### config.mk
export PLATFORM = sky130hd
export DESIGN_NAME = csr_issue_ctrl
export DESIGN_NICKNAME = d
export VERILOG_FILES = /design/src/rtl/csr_issue_ctrl.sv
export SDC_FILE = /design/constraint.sdc
export NUM_CORES = 1
export LEC_CHECK = 0
export BUFFER_PORTS_ARGS = -buffer_cell sky130_fd_sc_hd__buf_4
export CORE_UTILIZATION = 35
export CTS_CLUSTER_SIZE = 8
export DETAILED_ROUTE_END_ITERATION = 10
export GPL_ROUTABILITY_DRIVEN = 0
export GPL_TIMING_DRIVEN = 1
export HOLD_SLACK_MARGIN = 0.05
export SETUP_SLACK_MARGIN = 0.1
export SKIP_CTS_REPAIR_TIMING = 1
export SLEW_MARGIN = 20
export SYNTH_ARGS = -nofsm -noshare
export SYNTH_HDL_FRONTEND = slang
export SYNTH_SLANG_ARGS = --single-unit
export TNS_END_PERCENT = 100
### constraint.sdc
create_clock -name Clk -period 2.5 [get_ports Clk]
set_input_delay 0.125 -clock Clk [delete_from_list [all_inputs] [get_ports Clk]]
set_output_delay 0.125 -clock Clk [all_outputs]
set_load 0.1 [all_outputs]
### src/rtl/csr_issue_ctrl.sv
// Serializing issue controller for CSR micro-ops: waits for ROB head, issues to the CSRU, writes back.
// Optional watchdog on the CSRU handshake is enabled with `define CSR_ISSUE_TIMEOUT_EN.
module csr_issue_ctrl (
  input  logic        Clk,
  input  logic        Rest,
  input  logic        InValid,
  output logic        InReady,
  input  logic [7:0]  InMicOp,
  input  logic [31:0] InSrc0,
  input  logic [31:0] InSrc1,
  input  logic [6:0]  InPhyDst,
  input  logic [5:0]  InRobTag,
  input  logic        RobHeadValid,
  input  logic [5:0]  RobHeadTag,
  input  logic        Flush,
  output logic        CsruValid,
  output logic [7:0]  CsruMicOp,
  output logic [31:0] CsruSrc0,
  output logic [31:0] CsruSrc1,
  input  logic        CsruDone,
  input  logic [31:0] CsruDate,
  input  logic        CsruExcp,
  input  logic [6:0]  CsruExcpCode,
  output logic        WbValid,
  output logic [6:0]  WbAddr,
  output logic [31:0] WbDate,
  output logic [5:0]  WbRobTag,
  output logic        WbExcp,
  output logic [6:0]  WbExcpCode,
  output logic        Busy,
  output logic        TimeoutErr
);

  typedef enum logic [2:0] {
    S_IDLE, S_WAIT_HEAD, S_ISSUE, S_WAIT_DONE, S_DRAIN, S_WB
  } state_e;

  state_e      state_q, state_d;
  logic [7:0]  micop_q;
  logic [31:0] src0_q, src1_q, date_q;
  logic [6:0]  dst_q, code_q;
  logic [5:0]  tag_q;
  logic        excp_q;
  logic        accept, tmo, cap_done;

  assign accept   = (state_q == S_IDLE) && InValid && !Flush;
  assign cap_done = (state_q == S_WAIT_DONE) && !Flush && CsruDone;

`ifdef CSR_ISSUE_TIMEOUT_EN
  logic [3:0] wdog_q, wdog_d;

  // Fires on the cycle the watchdog would reach 15; a flush in WAIT_DONE wins over it.
  assign tmo = !CsruDone && (wdog_q == 4'd14) &&
               ((state_q == S_DRAIN) || ((state_q == S_WAIT_DONE) && !Flush));

  always_comb begin
    wdog_d = wdog_q;
    if (state_d != state_q)
      wdog_d = 4'd0;
    else if (((state_q == S_WAIT_DONE) || (state_q == S_DRAIN)) && !CsruDone)
      wdog_d = wdog_q + 4'd1;
  end

  always_ff @(posedge Clk) begin
    if (!Rest) wdog_q <= 4'd0;
    else       wdog_q <= wdog_d;
  end
`else
  assign tmo = 1'b0;
`endif

  always_comb begin
    state_d = state_q;
    case (state_q)
      S_IDLE:      if (accept) state_d = S_WAIT_HEAD;
      S_WAIT_HEAD: begin
        if (Flush)                                          state_d = S_IDLE;
        else if (RobHeadValid && (RobHeadTag == tag_q))     state_d = S_ISSUE;
      end
      S_ISSUE:     state_d = Flush ? S_DRAIN : S_WAIT_DONE;
      S_WAIT_DONE: begin
        if (Flush)                  state_d = CsruDone ? S_IDLE : S_DRAIN;
        else if (CsruDone || tmo)   state_d = S_WB;
      end
      S_DRAIN:     if (CsruDone || tmo) state_d = S_IDLE;
      S_WB:        state_d = S_IDLE;
      default:     state_d = S_IDLE;
    endcase
  end

  always_ff @(posedge Clk) begin
    if (!Rest) begin
      state_q <= S_IDLE;
      micop_q <= '0;
      src0_q  <= '0;
      src1_q  <= '0;
      dst_q   <= '0;
      tag_q   <= '0;
      date_q  <= '0;
      excp_q  <= 1'b0;
      code_q  <= '0;
    end else begin
      state_q <= state_d;
      if (accept) begin
        micop_q <= InMicOp;
        src0_q  <= InSrc0;
        src1_q  <= InSrc1;
        dst_q   <= InPhyDst;
        tag_q   <= InRobTag;
      end
      if (cap_done) begin
        date_q <= CsruDate;
        excp_q <= CsruExcp;
        code_q <= CsruExcpCode;
      end else if (tmo && (state_q == S_WAIT_DONE)) begin
        date_q <= '0;
        excp_q <= 1'b1;
        code_q <= 7'h7F;
      end
    end
  end

  assign InReady    = (state_q == S_IDLE);
  assign Busy       = (state_q != S_IDLE);
  assign CsruValid  = (state_q == S_ISSUE);
  assign WbValid    = (state_q == S_WB) && !Flush;
  assign TimeoutErr = tmo;
  assign CsruMicOp  = micop_q;
  assign CsruSrc0   = src0_q;
  assign CsruSrc1   = src1_q;
  assign WbAddr     = dst_q;
  assign WbRobTag   = tag_q;
  assign WbDate     = date_q;
  assign WbExcp     = excp_q;
  assign WbExcpCode = code_q;

endmodule

==> impl_results.md <==
* Status: complete, but fails checks
* Failing checks: DRC
* Clock slew at the register clock pins of the worst setup and hold paths at 0.06 ns
* Core area at 14700 um^2
* Synthesized area at 5330 um^2
* I/O Pins at 267
* Avg Cell Area, Syn at 8.80 um^2
* Commonest non-fill, non-tap cells in the layout: buf_4, dfxtp_1, nand3_1
* Fin. Hold Viols at 0
* Worst Setup End Kind: primary output
* CP Data Arrival Time at 2.06 ns
* Layout cells sized above 1 at 32.2%
* Synth warn at 0
* Unrepaired setup endpoints after global routing: no
* DRT antenna net count at 0
* Total Wirelength at 18600 um
* Post-synth EDFFs at 0
* Area of the multi-input gates at 2440 um^2
* Detailed Route Iter0 Violations at 392
* H-tree depth at 4
* Hold Crit Class: input pin to flop
* Seq/Total Area, Yosys at 48.0%
* Post-DP HPWL at 11500 um
* DRC at 20
* Worst hold margin at 0.0674 ns
* Syn nets at 743
* Maximum vdd drop at 0.000418 V
* Period minus WS final at 2.18 ns
* Flops & latches, synth at 128
* Max Transition Viols Final at 0
* Antenna cells at 0
* Distinct cells, synth at 27
* Worst Max-Slew Pin Slew at 0.608 ns
* Slew headroom at 59.5%
* First-pass GRT wire length at 27000 um
* All-Layer GR Usage at 21.7%
* Vias in the first global route at 5210
* Filler cells at 1213
* Total die area at 15700 um^2
* # rows at 44
* Fmax at 458 MHz
* Total CTS buffers at 17
* Crit-path max FO at 51
* WL per Instance at 16.1 um
* Post-Syn Instances at 606
* Setup TNS at 0 ns
* Synth Flop Type: dfxtp_1
* Port Buffers at 265
* Bufs on Longest Clock Path at 2
* Final setup fails at 0
* Root Buffer: clkbuf_16
* Data required, critical path at 2.38 ns
* Detailed-route via count at 5920
* Worst-Skew Late Latency at 0.41 ns
* Largest net degree at the start of global routing at 56
* Starting density of the core at 36.3%
* Static Leak at 3.78 nW
* Commonest non-fill, non-tap cell in the layout: buf_4
* Layout Skew at 0.00987 ns
* Pwr per Cell Area at 624 nW/um^2
* Post-layout net count at 1095
* P&R area growth vs syn at 71.9%
* TritonCTS clock tree: yes
* Maximum capacitance violations at 0
* Final Cycle Share at 87.4%
* Die W at 125 um
* Startpoint types: flop
* CTS Sinks at 128
* Initial antenna violation count at 0
* Ys async rst share at 0%
* Via density at 5.13
* Drt first pass iters at 7
* Overflow left after global routing at 0
* Worst Setup Path Type: flop to primary output
* Die Y-Extent at 125 um
* Register area at 2560 um^2
[synth_stat cells (all sizes together), types with 2 or more instances]
cell	count	area [um^2]
xnor2	6	52.6
nand2b	3	18.8
and3b	2	17.5
nand3b	2	15.0
nor3b	2	15.0
clkbuf	53	199
nand4	2	12.5
nor2b	2	12.5
nand3	127	636
a21oi	2	10.0
dfxtp	128	2560
buf	17	149
o21ai	126	631
o21a	2	15.0
a21boi	125	938
[kinds of logic after synthesis]
group	Yosys count	synth area share [%]
other cells	1	0.0703
flops	128	48.0
xor+xnor	6	0.985
buf+inv	71	6.69
compound gates	256	30.0
simple gates	144	14.2
[flip-flops by register name (all words and copies together) (netlist names)]
signal and cells:
CsruSrc0 32, CsruSrc1 32, WbDate 32, CsruMicOp 8, WbAddr 7, WbExcpCode 7, WbRobTag 6, state_q 3
WbExcp 1
[per-layer routing]
layer	wire, um	vias up	global-route usage, %
met5	0	-	0
met4	382	0	9.25
met3	1260	28	6.55
met2	9120	206	35.7
met1	7820	2815	26.2
li1	-	2871	-
[stage by stage]
stage          util, %  worst slack, ns  area, um^2  instances  total power, W
2_1_floorplan        -            0.123        5350        606         0.00287
3_3_place_gp      49.9            0.683        7340        998         0.00318
3_5_place_dp      49.9            0.613        7340        998         0.00319
4_1_cts           53.9            0.288        7920       1029         0.00562
5_1_grt           62.4            0.230        9170       1154         0.00594
6_report          62.4            0.315        9170       1154         0.00572
[worst max-delay path, stage by stage, from the launching register on]
cell	delay (ns)
dfxtp_1	0.38
or3_2	0.56
clkinv_4	0.32
buf_4	0.37
[final timing paths]
path	cells past startpoint	from	end	slack (ns)
hold reg to reg	2	CsruSrc0[2]	CsruSrc0[2]	0.47
setup / recovery	3	state_q[2]	InReady	0.32
hold / removal	4	CsruDone	state_q[1]	0.07
setup reg to reg	5	state_q[2]	CsruSrc0[17]	0.54
[power breakdown]
part,switching [W],total [W],internal [W]
sequential,0.0000356,0.00214,0.00211
clock,0.000843,0.00241,0.00157
combinational,0.000738,0.00117,0.000431
total,0.00162,0.00572,0.00410
[layout make-up]
type / count / area share, %
timing repair buffer: 403 / 36.5
sequential: 128 / 27.9
multi-input combinational: 407 / 26.6
clock buffer: 26 / 5.44
tap: 184 / 2.51
clock inverter: 5 / 0.846
inverter: 1 / 0.0955
Note: power is estimated with default switching activity, not from simulation.
